[config.mk]
export PLATFORM = sky130hd
export DESIGN_NAME = matmul_acc_seq_flat
export DESIGN_NICKNAME = d
export VERILOG_FILES = /design/src/rtl/matmul_acc_seq_if.sv /design/src/rtl/matmul_acc_seq.sv /design/src/flat_wrapper.sv
export SDC_FILE = /design/constraint.sdc
export NUM_CORES = 1
export LEC_CHECK = 0
export BUFFER_PORTS_ARGS = -buffer_cell sky130_fd_sc_hd__buf_2
export CAP_MARGIN = 5
export CORE_AREA = 2 2 216 218
export DETAILED_ROUTE_END_ITERATION = 10
export DIE_AREA = 0 0 218 220
export PLACE_DENSITY = 0.86
export SLEW_MARGIN = 30
export SYNTH_ARGS = -nofsm -noshare
export SYNTH_HDL_FRONTEND = slang
export SYNTH_SLANG_ARGS = --single-unit
[constraint.sdc]
create_clock -name clk -period 15 [get_ports clk]
set_input_delay 4.5 -clock clk [delete_from_list [all_inputs] [get_ports clk]]
set_output_delay 4.5 -clock clk [all_outputs]
set_load 0.01 [all_outputs]
[src/rtl/matmul_acc_seq_if.sv]
// Bus for matmul_acc_seq: start/busy/done handshake plus the flattened A, B and C matrices.
// Element (r,c) of each matrix sits at index r*MAT_SIZE+c.
interface matmul_acc_seq_if #(
   parameter int DAT_SIZE  = 8,
   parameter int MAT_SIZE  = 4,
   parameter int ACC_WIDTH = 2*DAT_SIZE + $clog2(MAT_SIZE)
);
   logic                 start;
   logic                 busy;
   logic                 done;
   logic [DAT_SIZE-1:0]  mat_a [MAT_SIZE*MAT_SIZE];
   logic [DAT_SIZE-1:0]  mat_b [MAT_SIZE*MAT_SIZE];
   logic [ACC_WIDTH-1:0] mat_c [MAT_SIZE*MAT_SIZE];

   modport master (output start, mat_a, mat_b, input busy, done, mat_c);
   modport slave  (input start, mat_a, mat_b, output busy, done, mat_c);
endinterface

[src/rtl/matmul_acc_seq.sv]
// Sequential N x N matrix multiplier: one MAC per cycle, result C = A x B held in registers.
// Optional macro MATMUL_SIGNED_EN selects two's-complement operands; default build is unsigned.
//
// state | meaning
// IDLE  | waiting for start; last result held on mat_c
// RUN   | one MAC per cycle over i, j, k; C[i][j] written when k = N-1
// FIN   | done pulse for one cycle, then back to IDLE
module matmul_acc_seq #(
   parameter int DAT_SIZE  = 8,
   parameter int MAT_SIZE  = 4,
   parameter int ACC_WIDTH = 2*DAT_SIZE + $clog2(MAT_SIZE)
) (
   input logic             clk,
   input logic             rst_n,
   matmul_acc_seq_if.slave bus
);
   localparam int IDX_W = $clog2(MAT_SIZE);
   localparam logic [IDX_W-1:0] IDX_LAST = IDX_W'(MAT_SIZE-1);

   typedef enum logic [1:0] {IDLE, RUN, FIN} state_t;

   state_t               state;
   logic [DAT_SIZE-1:0]  a_in [MAT_SIZE][MAT_SIZE];
   logic [DAT_SIZE-1:0]  b_in [MAT_SIZE][MAT_SIZE];
   logic [DAT_SIZE-1:0]  a_q  [MAT_SIZE][MAT_SIZE];
   logic [DAT_SIZE-1:0]  b_q  [MAT_SIZE][MAT_SIZE];
   logic [ACC_WIDTH-1:0] c_q  [MAT_SIZE][MAT_SIZE];
   logic [IDX_W-1:0]     i, j, k;
   logic [ACC_WIDTH-1:0] acc;
   logic [DAT_SIZE-1:0]  a_el, b_el;
   logic [ACC_WIDTH-1:0] a_ext, b_ext, prod, sum;
   logic                 busy_q, done_q;

   for (genvar r = 0; r < MAT_SIZE; r++) begin : g_row
      for (genvar c = 0; c < MAT_SIZE; c++) begin : g_col
         assign a_in[r][c]                = bus.mat_a[r*MAT_SIZE+c];
         assign b_in[r][c]                = bus.mat_b[r*MAT_SIZE+c];
         assign bus.mat_c[r*MAT_SIZE+c]   = c_q[r][c];
      end
   end

   assign bus.busy = busy_q;
   assign bus.done = done_q;

   // Operands are extended to ACC_WIDTH before the multiply, so the product and sum never wrap.
   always_comb begin
      a_el = a_q[i][k];
      b_el = b_q[k][j];
`ifdef MATMUL_SIGNED_EN
      a_ext = {{(ACC_WIDTH-DAT_SIZE){a_el[DAT_SIZE-1]}}, a_el};
      b_ext = {{(ACC_WIDTH-DAT_SIZE){b_el[DAT_SIZE-1]}}, b_el};
`else
      a_ext = {{(ACC_WIDTH-DAT_SIZE){1'b0}}, a_el};
      b_ext = {{(ACC_WIDTH-DAT_SIZE){1'b0}}, b_el};
`endif
      prod = a_ext * b_ext;
      sum  = acc + prod;
   end

   always_ff @(posedge clk) begin
      if (!rst_n) begin
         state  <= IDLE;
         busy_q <= 1'b0;
         done_q <= 1'b0;
         i      <= '0;
         j      <= '0;
         k      <= '0;
         acc    <= '0;
         a_q    <= '{default: '0};
         b_q    <= '{default: '0};
         c_q    <= '{default: '0};
      end else begin
         case (state)
            IDLE: begin
               done_q <= 1'b0;
               if (bus.start) begin
                  a_q    <= a_in;
                  b_q    <= b_in;
                  i      <= '0;
                  j      <= '0;
                  k      <= '0;
                  acc    <= '0;
                  busy_q <= 1'b1;
                  state  <= RUN;
               end
            end
            RUN: begin
               if (k == IDX_LAST) begin
                  c_q[i][j] <= sum;
                  acc       <= '0;
                  k         <= '0;
                  if (j == IDX_LAST) begin
                     j <= '0;
                     if (i == IDX_LAST) begin
                        i      <= '0;
                        done_q <= 1'b1;
                        state  <= FIN;
                     end else begin
                        i <= i + 1'b1;
                     end
                  end else begin
                     j <= j + 1'b1;
                  end
               end else begin
                  acc <= sum;
                  k   <= k + 1'b1;
               end
            end
            FIN: begin
               done_q <= 1'b0;
               busy_q <= 1'b0;
               state  <= IDLE;
            end
            default: begin
               done_q <= 1'b0;
               busy_q <= 1'b0;
               state  <= IDLE;
            end
         endcase
      end
   end
endmodule

[src/flat_wrapper.sv]
// flat-port wrapper written by rule: the top's interface ports become plain ports
module matmul_acc_seq_flat 
#(
   parameter int DAT_SIZE  = 8,
   parameter int MAT_SIZE  = 4,
   parameter int ACC_WIDTH = 2*DAT_SIZE + $clog2(MAT_SIZE)
)
  (clk, rst_n, bus_start, bus_mat_a, bus_mat_b, bus_busy, bus_done, bus_mat_c);
  matmul_acc_seq_if #(.DAT_SIZE(DAT_SIZE), .MAT_SIZE(MAT_SIZE), .ACC_WIDTH(ACC_WIDTH)) bus_i ();
  input logic clk;
  input logic rst_n;
  input wire logic [$bits(bus_i.start)-1:0] bus_start;
  input wire logic [$bits(bus_i.mat_a)-1:0] bus_mat_a;
  input wire logic [$bits(bus_i.mat_b)-1:0] bus_mat_b;
  output wire logic [$bits(bus_i.busy)-1:0] bus_busy;
  output wire logic [$bits(bus_i.done)-1:0] bus_done;
  output wire logic [$bits(bus_i.mat_c)-1:0] bus_mat_c;
  assign bus_i.start = bus_start;
  assign bus_i.mat_a = {>>{bus_mat_a}};
  assign bus_i.mat_b = {>>{bus_mat_b}};
  assign bus_busy = bus_i.busy;
  assign bus_done = bus_i.done;
  assign bus_mat_c = {>>{bus_i.mat_c}};
  matmul_acc_seq #(.DAT_SIZE(DAT_SIZE), .MAT_SIZE(MAT_SIZE), .ACC_WIDTH(ACC_WIDTH)) u_core (.clk(clk), .rst_n(rst_n), .bus(bus_i));
endmodule
==> results.txt <==
----------------------------------------------------
[Drt]
  Antenna viol nets, final ... 0
  Total via count in the routed design ... ~23k
  Routed len/inst ... 20.0 µm
  Pre-Repair DR Iteration Count ... 8
  Violation count after the first detailed-routing iteration ... roughly 2.5k
  Wire length after detailed routing ... just under 80000 µm
  DR DRC count ... 0
  Vias per cell ... 5.84

[Floorplanning]
  Initial core utilization ... 54.6%
  Std-Cell Rows ... 79
  Total die area ... between 40000 and 50000 µm²
  Core Region ... ~46000 µm²
  Die Span X ... 218 µm
  Top-Level Pins ... about 550
  Die height ... approximately 220 µm

[Clock tree]
  Maximum buffer depth of the clock tree ... 3
  Post-CTS Setup Inserts ... 0
  Worst-path clk slew ... roughly 60 ps
  CTS tree ... yes
  # H-tree levels ... 2
  Clock tree sinks ... 572
  Hold_buf cts ... 0
  Num CTS Buffers ... 56
  Worst-skew pair later-pin latency ... roughly 640 ps
  Number of gates resized after cts ... 0
  Root buffer cell ... sky130_fd_sc_hd__clkbuf_16

[STA]
  PnR worst setup slack ... ~7700 ps
  Max_slew headroom ... between 30% and 40%
  Minimum clock period ... between 7000 and 8000 ps
  Slew Limit Fails ... 0
  Hold Slack ... 450 ps
  Maximum clock frequency ... 137 MHz
  Unrepaired setup endpoints after global routing ... false
  Max Clock Skew ... around 55 ps
  Count of endpoints failing hold in the final timing report ... 0
  Slew at the pin closest to its max-slew limit ... just over 1000 ps
  Total Neg Setup Slack ... 0 ps
  Final setup violation count ... 0
  Share of the clock period used by the worst path after layout ... 48.8%

[Pwr]
  Max rail drop VDD ... 0.0000907 V
  Power per cell area ... 114 nW/µm²
  Total leakage power ... 12.5 nW
  Overall power consumption ... about 3.4 mW

[Synth]
  Count of yosys warnings during synthesis ... 0
  Number of nets in the synthesized netlist ... between 3k and 4k
  Post-synthesis average cell area ... around 8.5 µm²
  Sequential area share after synthesis ... 45.8%
  Area of the mapped netlist ... around 25000 µm²
  Number of instances in the synthesized netlist ... roughly 2.9k
  Post-synth cell types ... 58
  Number of synthesized register bits ... approximately 570

[Global routing]
  Global router's overall resource usage ... between 30% and 40%
  Initial antenna violation count ... 23
  Vias in the first global route ... 21.7k
  Maximum number of pins on one net before global-route repair ... 230
  First-pass GRT wire length ... 119000 µm
  Global route total overflow ... 0

[Finish]
  Final design utilization ... roughly 65%
  Number of nets in the finished design ... 3670
  Most common cell after layout, fill and taps aside ... sky130_fd_sc_hd__nand2_1
  Area growth from synthesis to layout ... 18.6%
  Commonest cells after routing, fill and taps aside ... sky130_fd_sc_hd__nand2_1 (882), sky130_fd_sc_hd__dfxtp_1 (568), sky130_fd_sc_hd__buf_2 (547)
  Layout Cells excl Fill ... ~4k
  Fraction of final layout cells with drive strength greater than 1 ... roughly 22%
  Final standard cell area without fillers ... approximately 30000 µm²

[Placed design]
  Input/output buffers ... ~550
  Post-detailed-placement half-perimeter wirelength ... about 53000 µm
  Cells after DPL ... just under 4k
  GPL Wtd Cong ... approximately 0.88
  Place WS ... about 7600 ps
  Placed Area ... 27700 µm²

[Status]
  Result of the run ... completed

[Setup path]
  Critical path cell sequence ... buf_4, mux4_2, mux4_2, and2_1, fa_1, inv_1, fa_1, inv_1, fa_1, inv_1, fa_1, inv_1, ha_1, and4_1, o21ai_1, a21oi_1, o21a_1, o31ai_1
  Category of the worst setup path launch point ... flip-flop
  Slowest library cell on the worst path ... sky130_fd_sc_hd__o21a_1
  Data required time at the worst endpoint ... between 15000 and 20000 ps
  Critical Path Sink Type ... flip-flop
  Worst Path Class, Setup ... reg2reg
  Endpoint arrival time on the critical path ... between 7000 and 8000 ps
  CP max stage delay ... 810 ps
  Largest fanout on the critical path ... 39
  Setup slack on the worst flop-to-flop path ... 7680 ps

[Run]
  Max-Cap Viols ... 0

[Min path]
  Tightest Hold Check Type ... reg2reg

----------------------------------------------------
## logic make-up (layout without fill, tap and decap cells)
| logic type | after synthesis | count (layout) | synth area share, % |
|---|---|---|---|
| AOI/OAI and AO/OA | 632 | 632 | 14.4 |
| xor gates and xnor gates | 5 | 5 | 0.265 |
| adders and majority gates | 99 | 99 | 6.45 |
| buffers and inverters | 358 | 778 | 6.01 |
| DFF | 572 | 572 | 45.8 |
| muxes | 80 | 80 | 7.57 |
| other | 0 | 17 | 0 |
| and+or+nand+nor | 1193 | 1193 | 19.6 |
## synthesized netlist by cell type, drive strengths merged
master   number  area (µm²)
xor2          1        8.76
o22ai         2        12.5
o211ai        2        20.0
xnor2         3        33.8
nor2         83         314
nand2b        6        37.5
and4          3        26.3
nor3         30         155
a311o        13         130
a21oi       465        2380
o31ai        18         135
o2111ai       4        41.3
a211o         1        8.76
clkbuf      199         748
nor4          2        12.5
or3           6        37.5
fa           50        1000
dfxtp       572       11500
buf          54         362
ha           49         613
a22oi        14         105
o21bai        2        15.0
a221oi        1        8.76
a311oi        1        8.76
a21o          7        52.6
o21a          4        31.3
o311ai       22         210
a221o         1        10.0
a2bb2oi       1        8.76
nand2       883        3310
nand3       112         561
xnor3         1        23.8
o21ai        56         280
and3         18         118
mux4         80        1900
nor3b         1        18.8
and2         45         282
a211oi       18         140
nor2b         2        12.5
nand3b        2        15.0
inv         105         394
## cell type report
cell class	instances	area (µm²)
clock buffer	83	1620
timing repair buffer	568	2910
antenna	17	42.5
tap	607	759
sequential	572	11500
clock inverter	22	342
inverter	105	407
multi-input combinational	2009	12200
fill	3640	16200
## registers in the layout (all words and copies together) (netlist names)
register and count:
u_core.a_q 128, u_core.acc 18, u_core.b_q 128, u_core.bus.busy 1, u_core.bus.done 1, u_core.bus.mat_c 288, u_core.i 2, u_core.j 2
u_core.k 2, u_core.state 2
## layer usage
| layer | up-vias | routed length (µm) | global-route usage [%] |
|---|---|---|---|
| met5 | - | 81 | 0 |
| met4 | 12 | 4640 | 18.3 |
| met3 | 321 | 7210 | 6.09 |
| met2 | 1378 | 37500 | 52.5 |
| met1 | 10900 | 30100 | 39.0 |
| li1 | 10600 | - | - |
## worst paths after layout
path / start / cells past startpoint / to
setup / recovery: u_core.k[0] / 18 / u_core.bus.mat_c[33]
hold / removal: u_core.bus.mat_c[209] / 2 / u_core.bus.mat_c[209]
setup reg to reg: u_core.k[0] / 18 / u_core.bus.mat_c[33]
hold reg to reg: u_core.bus.mat_c[209] / 2 / u_core.bus.mat_c[209]
## critical path, delay by kind of cell (launching register included)
kind | cells | cell delay, ps
flops | 1 | 590
compound gates | 4 | 1340
mux | 2 | 1260
fa+ha+maj | 5 | 2360
buf+inv | 5 | 850
simple gates | 2 | 650
## power breakdown
| group | switching (mW) | leakage [nW] | total [mW] | internal [mW] |
|---|---|---|---|---|
| Sequential | 0.0246 | 4.65 | 1.58 | 1.56 |
| Combinational | 0.202 | 6.87 | 0.306 | 0.104 |
| Clock | 0.620 | 0.968 | 1.50 | 0.875 |
| Total | 0.846 | 12.5 | 3.39 | 2.54 |
No activity file was read; power rests on OpenSTA's default activity.
